### config.mk
export PLATFORM = sky130hd
export DESIGN_NAME = song_feeder
export DESIGN_NICKNAME = d
export VERILOG_FILES = /design/src/rtl/song_feeder.sv
export SDC_FILE = /design/constraint.sdc
export NUM_CORES = 1
export LEC_CHECK = 0
export CAP_MARGIN = 0
export CELL_PAD_IN_SITES_DETAIL_PLACEMENT = 0
export CELL_PAD_IN_SITES_GLOBAL_PLACEMENT = 1
export CORE_MARGIN = 5
export CORE_UTILIZATION = 39
export DETAILED_ROUTE_END_ITERATION = 10
export PLACE_DENSITY_LB_ADDON = 0.1
export SLEW_MARGIN = 20
export SYNTH_ARGS = -nofsm -noshare
export SYNTH_HDL_FRONTEND = slang
export SYNTH_SLANG_ARGS = --single-unit
### constraint.sdc
create_clock -name clock -period 4.78 [get_ports clock]
set_clock_uncertainty 0.15 [all_clocks]
set_input_delay 0.956 -clock clock [delete_from_list [all_inputs] [get_ports clock]]
set_output_delay 0.956 -clock clock [all_outputs]
set_load 0.005 [all_outputs]
### src/rtl/song_feeder.sv
// Streams a song from a synchronous note ROM into three lane windows (red, yellow, blue).
// Bit WINDOW-1 of each window holds the note currently at the hit line.
module song_feeder #(
    parameter int unsigned WINDOW   = 26,
    parameter int unsigned SONG_LEN = 100,
    parameter int unsigned ADDR_W   = 7
) (
    input  logic                clock,
    input  logic                reset,
    input  logic                start,
    input  logic                step,
    output logic [ADDR_W-1:0]   rom_addr,
    input  logic [2:0]          rom_data,
    output logic [WINDOW-1:0]   out_red,
    output logic [WINDOW-1:0]   out_yellow,
    output logic [WINDOW-1:0]   out_blue,
    output logic                playing,
    output logic                song_done,
    output logic [ADDR_W+4:0]   step_count
);

    localparam int unsigned NOTE_W  = $clog2(SONG_LEN + 1);
    localparam int unsigned DRAIN_W = $clog2(WINDOW + 1);
    localparam int unsigned CNT_W   = ADDR_W + 5;

    typedef enum logic [2:0] {
        IDLE,
        ADDR,
        WAIT,
        READY,
        DRAIN
    } state_t;

    state_t              state, state_next;
    logic [ADDR_W-1:0]   rom_addr_next;
    logic [2:0]          nxt, nxt_next;
    logic                pending, pending_next;
    logic [NOTE_W-1:0]   note_cnt, note_cnt_next;
    logic [DRAIN_W-1:0]  drain_cnt, drain_cnt_next;
    logic [WINDOW-1:0]   red_next, yellow_next, blue_next;
    logic                playing_next, song_done_next;
    logic [CNT_W-1:0]    step_count_next;
    logic [CNT_W-1:0]    step_count_inc;

    // Debug step counter sticks at all-ones instead of wrapping.
    assign step_count_inc = (step_count == '1) ? step_count : step_count + CNT_W'(1);

    // State and datapath registers.
    always_ff @(posedge clock or posedge reset) begin
        if (reset) begin
            state      <= IDLE;
            rom_addr   <= '0;
            nxt        <= '0;
            pending    <= 1'b0;
            note_cnt   <= '0;
            drain_cnt  <= '0;
            out_red    <= '0;
            out_yellow <= '0;
            out_blue   <= '0;
            playing    <= 1'b0;
            song_done  <= 1'b0;
            step_count <= '0;
        end else begin
            state      <= state_next;
            rom_addr   <= rom_addr_next;
            nxt        <= nxt_next;
            pending    <= pending_next;
            note_cnt   <= note_cnt_next;
            drain_cnt  <= drain_cnt_next;
            out_red    <= red_next;
            out_yellow <= yellow_next;
            out_blue   <= blue_next;
            playing    <= playing_next;
            song_done  <= song_done_next;
            step_count <= step_count_next;
        end
    end

    // Next-state and datapath logic.
    always_comb begin
        state_next      = state;
        rom_addr_next   = rom_addr;
        nxt_next        = nxt;
        pending_next    = pending;
        note_cnt_next   = note_cnt;
        drain_cnt_next  = drain_cnt;
        red_next        = out_red;
        yellow_next     = out_yellow;
        blue_next       = out_blue;
        playing_next    = playing;
        song_done_next  = 1'b0;
        step_count_next = step_count;

        case (state)
            IDLE: begin
                if (start) begin
                    state_next      = ADDR;
                    rom_addr_next   = '0;
                    note_cnt_next   = '0;
                    drain_cnt_next  = '0;
                    pending_next    = 1'b0;
                    playing_next    = 1'b1;
                    step_count_next = '0;
                    red_next        = '0;
                    yellow_next     = '0;
                    blue_next       = '0;
                end
            end

            ADDR: begin
                state_next = WAIT;
                if (step) pending_next = 1'b1;
            end

            WAIT: begin
                nxt_next   = rom_data;
                state_next = READY;
                if (step) pending_next = 1'b1;
            end

            READY: begin
                // A step held over from ADDR/WAIT is served here; a concurrent new step merges with it.
                if (step || pending) begin
                    red_next        = {out_red[WINDOW-2:0], nxt[2]};
                    yellow_next     = {out_yellow[WINDOW-2:0], nxt[1]};
                    blue_next       = {out_blue[WINDOW-2:0], nxt[0]};
                    step_count_next = step_count_inc;
                    pending_next    = 1'b0;
                    note_cnt_next   = note_cnt + NOTE_W'(1);
                    if (note_cnt == NOTE_W'(SONG_LEN - 1)) begin
                        state_next = DRAIN;
                    end else begin
                        rom_addr_next = rom_addr + ADDR_W'(1);
                        state_next    = ADDR;
                    end
                end
            end

            DRAIN: begin
                if (step) begin
                    red_next        = {out_red[WINDOW-2:0], 1'b0};
                    yellow_next     = {out_yellow[WINDOW-2:0], 1'b0};
                    blue_next       = {out_blue[WINDOW-2:0], 1'b0};
                    step_count_next = step_count_inc;
                    if (drain_cnt == DRAIN_W'(WINDOW - 1)) begin
                        drain_cnt_next = '0;
                        song_done_next = 1'b1;
                        playing_next   = 1'b0;
                        state_next     = IDLE;
                    end else begin
                        drain_cnt_next = drain_cnt + DRAIN_W'(1);
                    end
                end
            end

            default: begin
                state_next = IDLE;
            end
        endcase
    end

endmodule

; After elaboration in Yosys (flattened, before gate mapping)
; Cells that the tools add are included.
[classes]
n_addsub = 4
n_eq_ne = 13
n_mux = 42
n_reduce_logical = 14
[op_table]
columns = cell, count
row1 = 26-bit one-hot mux with 3 select lines, 3
row2 = 26-bit two-way mux, 7
row3 = 12-bit two-way mux, 4
row4 = 12-bit one-hot mux with 3 select lines, 1
row5 = 7-bit two-way mux, 4
row6 = 7-bit one-hot mux with 2 select lines, 2
row7 = 4-bit AND reduction, 5
row8 = 3-bit two-way mux, 5
row9 = 5-bit two-way mux, 3
row10 = 3-bit one-hot mux with 5 select lines, 1
row11 = "7-bit by 1-bit adder with 7-bit output, second input constant", 2
row12 = "12-bit by 1-bit adder with 12-bit output, second input constant", 1
row13 = "12-bit == test, second input constant", 1
row14 = "2-bit != test, second input constant", 5
row15 = 5-bit one-hot mux with 2 select lines, 1
row16 = 1-bit two-way mux, 9
row17 = "7-bit == test, second input constant", 1
row18 = "3-bit by 2-bit == test with 1-bit output, second input constant", 2
row19 = 3-bit AND reduction, 2
row20 = 3-bit nonzero test, 2
row21 = "5-bit by 1-bit adder with 5-bit output, second input constant", 1
row22 = "5-bit == test, second input constant", 1
row23 = 2-bit nonzero test, 2
row24 = "3-bit by 1-bit == test with 1-bit output, second input constant", 1
row25 = other kinds (7), 7
[word_totals]
register_bits = 118
in_bits = 7
elab_cells = 85

; Depth between registers and ports, before layout
[depth]
depth_word = 4
mapped_depth = 9
mapped_depth_nobuf = 6

; Worst setup path after synthesis
; OpenSTA, ideal clock, no wires.
[synth_path]
path_type = input port to flip-flop
start = input step
end = register step_count[6]
setup_time_ns = 0.132
arrival_ns = 2.022
required_ns = 4.498
slack_ns = 2.476
cell_stages = 6
path_buffers = 1
cell_sequence = o211a_1 -> a211oi_4 -> buf_2 -> nand3b_1 -> xor2_1 -> nor2_1
[synth_via]
elab_chain_len = 3
[synth_lines]
columns = element, line
row1 = from (decl), 11  ; input logic step,
row2 = 1-bit logical OR, 123  ; if (step || pending) begin
row3 = 2-bit != test (no line), --
row4 = 4-bit AND reduction (no line) *, --
row5 = to (signal assigned), 75  ; step_count <= step_count_next;
row6 = to (decl), 19  ; output logic [ADDR_W+4:0] step_count
; Mark *: on every way between the ends. The rest lies on a longest branch, timed or not.
; A chain may end at the register's enable or synchronous reset.

; Final worst setup path
[layout_path]
start = input start
end = register step_count[10]
[layout_via]
elab_chain_len = 2
[layout_lines]
columns = element, line
row1 = from (decl), 10  ; input logic start,
row2 = 2-bit != test (no line), --
row3 = 4-bit AND reduction (no line), --
; No other way between the ends.

==> key figures <==
Routing
  • DRT iter0 DRCs: approximately 320
  • DRC: 0
  • Routed WL per cell: ~15 um
  • Drt total wl: about 13000 um
  • Vias: between 4000 and 5000
  • Vias per cell: 5.08
  • Initial DRT Pass Iterations: 4
  • Post-route ant nets: 0

Yosys
  • Mapped Area: around 0.0052 sq mm
  • Ys Warns: 0
  • Syn avg cell area: roughly 9.4 sq um
  • Register area share after synthesis: ~56%
  • Syn Inst Count: 558
  • Async S/R FF share, synth: 100%
  • Ys flop type: dfrtp_1
  • Syn Nets: 570
  • EDFF count, synth: 0
  • FF+latch count, synth: approximately 120
  • Yosys cell types: 56

Timing
  • TNS Setup: 0 ps
  • Final setup fails: 0
  • Crit share post-route: between 60 and 70%
  • Fmax achieved: ~330 MHz
  • Least-Margin Pin Slew: 1040 ps
  • RSZ-0062 raised after global routing: no
  • Slew Viols, Final: 0
  • Slew HR: 30.7%
  • Crit path time final: between 3000 and 4000 ps
  • Hold Fails Final Rpt: 0
  • PnR worst setup slack: between 1500 and 2000 ps

Global routing
  • First-pass GRT wire length: 21300 um
  • Largest net degree at the start of global routing: 84
  • Global Route Usage Sum: between 10% and 20%
  • Antenna violations before repair: 0
  • GRT overflow: 0
  • Vias in the first global route: roughly 4100

Finish
  • Share of cells above drive strength 1: slightly above 8%
  • Syn-to-layout area delta: 33.6%
  • Post-layout nets: between 600 and 700
  • Finished Layout Cells: about 840
  • Diodes inserted: 0

Clock network
  • Setup bufs post-CTS: 0
  • # clock sinks: 118
  • Reg clk slew, reported paths: 50 ps
  • H-tree depth: 4
  • Max Root-Sink Buffers: 2
  • TritonCTS buffer count: 17
  • Clk Tree Root Cell: clkbuf_16
  • Post-CTS sizing: 0
  • TritonCTS clock tree: yes
  • Worst-skew pair later-pin latency: ~400 ps
  • CTS Hold Buffers Added: 0

Min path
  • Hold Crit Class: reg2reg

Power and ir drop
  • Worst IR Drop VDD: approximately 0.31 mV
  • Power density cells: between 400 and 500 mW/mm^2
  • P_leak: between 3 and 4 nW

Floorplan
  • Core ar.: 0.0132 sq mm
  • Initial Util: between 30% and 40%
  • Die area: 0.0159 sq mm
  • Ports: between 100 and 150
  • Die Y: between 100 and 150 um
  • Die Wd: 126 um
  • Std-Cell Rows: 42

Status
  • Status: finished, final reports clean

Setup path
  • CP startpoint kind: primary input
  • R2R setup slack: ~1900 ps
  • WS Path Type: in2reg
  • WP buf/inv: 3
  • Cell mode on critical path: buf_4
  • CP top delay family: buffers and inverters
  • Crit path max fanout: 31
  • Crit-path cells: clkdlybuf4s50_1 > nor4b_4 > buf_4 > nor2_1 > o21ai_4 > buf_4 > a31oi_1 > a21oi_1
  • Max stage delay cell, worst path: clkdlybuf4s50_1
  • CP peak stage delay: ~580 ps
  • Worst Path Arrival: 3210 ps
  • Critical path endpoint category: flop
  • Critical Path RT: approximately 5000 ps

Placement
  • GP Congestion: approximately 0.75
  • PortBufs: 105
  • DP Worst Slack: 1360 ps
  • Post-DP HPWL: 8360 um
  • Post-Place Cells: about 810

Flow run
  • Max-cap check violation count: 0
==> report_power, final <==
group	total, W	internal (W)	switching, W	leakage, nW
registers	0.00127	0.00112	0.000155	1.62
clock network	0.00125	0.000813	0.000433	0.288
logic	0.000972	0.000326	0.000646	1.42
==> logic make-up (layout without fill, tap and decap cells) <==
group           Yosys count  count (layout)  share of synthesized area, %
compound gates           53              53                          6.47
flops                   118             118                          56.4
buf+inv                  39             148                          3.80
simple gates            327             327                          29.4
mux                       3               3                         0.645
fa+ha+maj                 5               5                          1.19
xor+xnor                 13              13                          2.17
==> stage by stage <==
stage	util [%]	hold WS, ps	power, W	cell area [sq um]
floorplan	-	313	0.00194	5240
global placement	48.7	304	0.00226	6420
detailed placement	48.7	316	0.00227	6420
CTS	53.1	328	0.00353	7000
global route	53.1	372	0.00370	7000
finish	53.1	319	0.00349	7000
==> final timing paths <==
check,cells past startpoint,end,start
min in group asynchronous,2,out_red[18]$_DFFE_PP0P_,reset
min,2,out_red[25]$_DFFE_PP0P_,out_red[25]$_DFFE_PP0P_
min reg2reg,2,out_red[25]$_DFFE_PP0P_,out_red[25]$_DFFE_PP0P_
max in group asynchronous,3,state[1]$_DFFE_PP0P_,reset
max reg2reg,6,step_count[1]$_DFFE_PP0P_,state[1]$_DFFE_PP0P_
max,8,step_count[10]$_DFFE_PP0P_,start
==> routing by layer <==
metal / global-route usage [%] / wire length [um]
met5: 0 / 0
met4: 5.80 / 191
met3: 6.05 / 894
met2: 24.2 / 5620
met1: 22.6 / 6080
==> cell type report <==
cell class                      instances  area (sq um)
Fill cell                            1191          6190
Sequential cell                       118          2950
Multi-Input combinational cell        401          2100
Timing Repair Buffer                  111          1120
Clock buffer                           22           484
Tap cell                              176           220
Clock inverter                          9           100
Inverter                                6          25.0
==> registers in the layout (all words and copies together) (netlist names) <==
signal,count
song_done,1
playing,1
step_count,12
out_yellow,26
note_cnt,7
out_blue,26
pending,1
rom_addr,7
out_red,26
nxt,3
drain_cnt,5
state,3
==> synth_stat cells, drive strengths merged, types with 2 or more instances <==
library cell    n  share of area [%]
nor4            3               0.36
o21a            2               0.29
or2             3               0.36
or3             4               0.57
nor3b           2               0.50
nand4           7               0.84
clkbuf          6               0.43
nand3b          2               0.53
nor3            3               0.29
and2            3               0.36
o21ai          24                2.4
nand2b          2               0.29
nor4b           3               0.79
and4            2               0.33
a21oi          10               0.96
o31ai           4               0.57
nand2         178                 13
xnor2           4               0.67
a211oi          2               0.53
ha              5                1.2
mux2            3               0.64
nand4b          4               0.67
xor2            9                1.5
dfrtp         118                 56
a31oi           3               0.36
nand3          83                7.9
inv             6               0.43
nor2           22                1.8
buf            27                2.9
==> worst min-delay path: stages, from the launching register on <==
cell and delay, ps:
dfrtp_1 340, nand2_1 50, nand2_1 50
==> cell usage in the layout (no fill, tap or decap), types with 2 or more instances in the layout <==
cell type	count
bufinv_16	2
buf_4	4
or3_1	3
nand4b_1	4
ha_1	5
buf_12	2
dfrtp_1	118
nor2_1	20
clkbuf_16	17
nor3_1	3
nor4b_1	2
nand4_1	7
o21a_1	2
o31ai_1	4
and2_1	3
nor4_1	3
clkdlybuf4s50_1	105
nand2_1	177
mux2_2	3
and4_1	2
clkinv_2	5
nand3_1	83
inv_1	5
a21oi_1	10
xnor2_1	4
o21ai_0	23
or2_2	2
clkinvlp_4	2
xor2_1	9
a31oi_1	3
clkbuf_8	4
No activity file was read; power rests on OpenSTA's default activity.
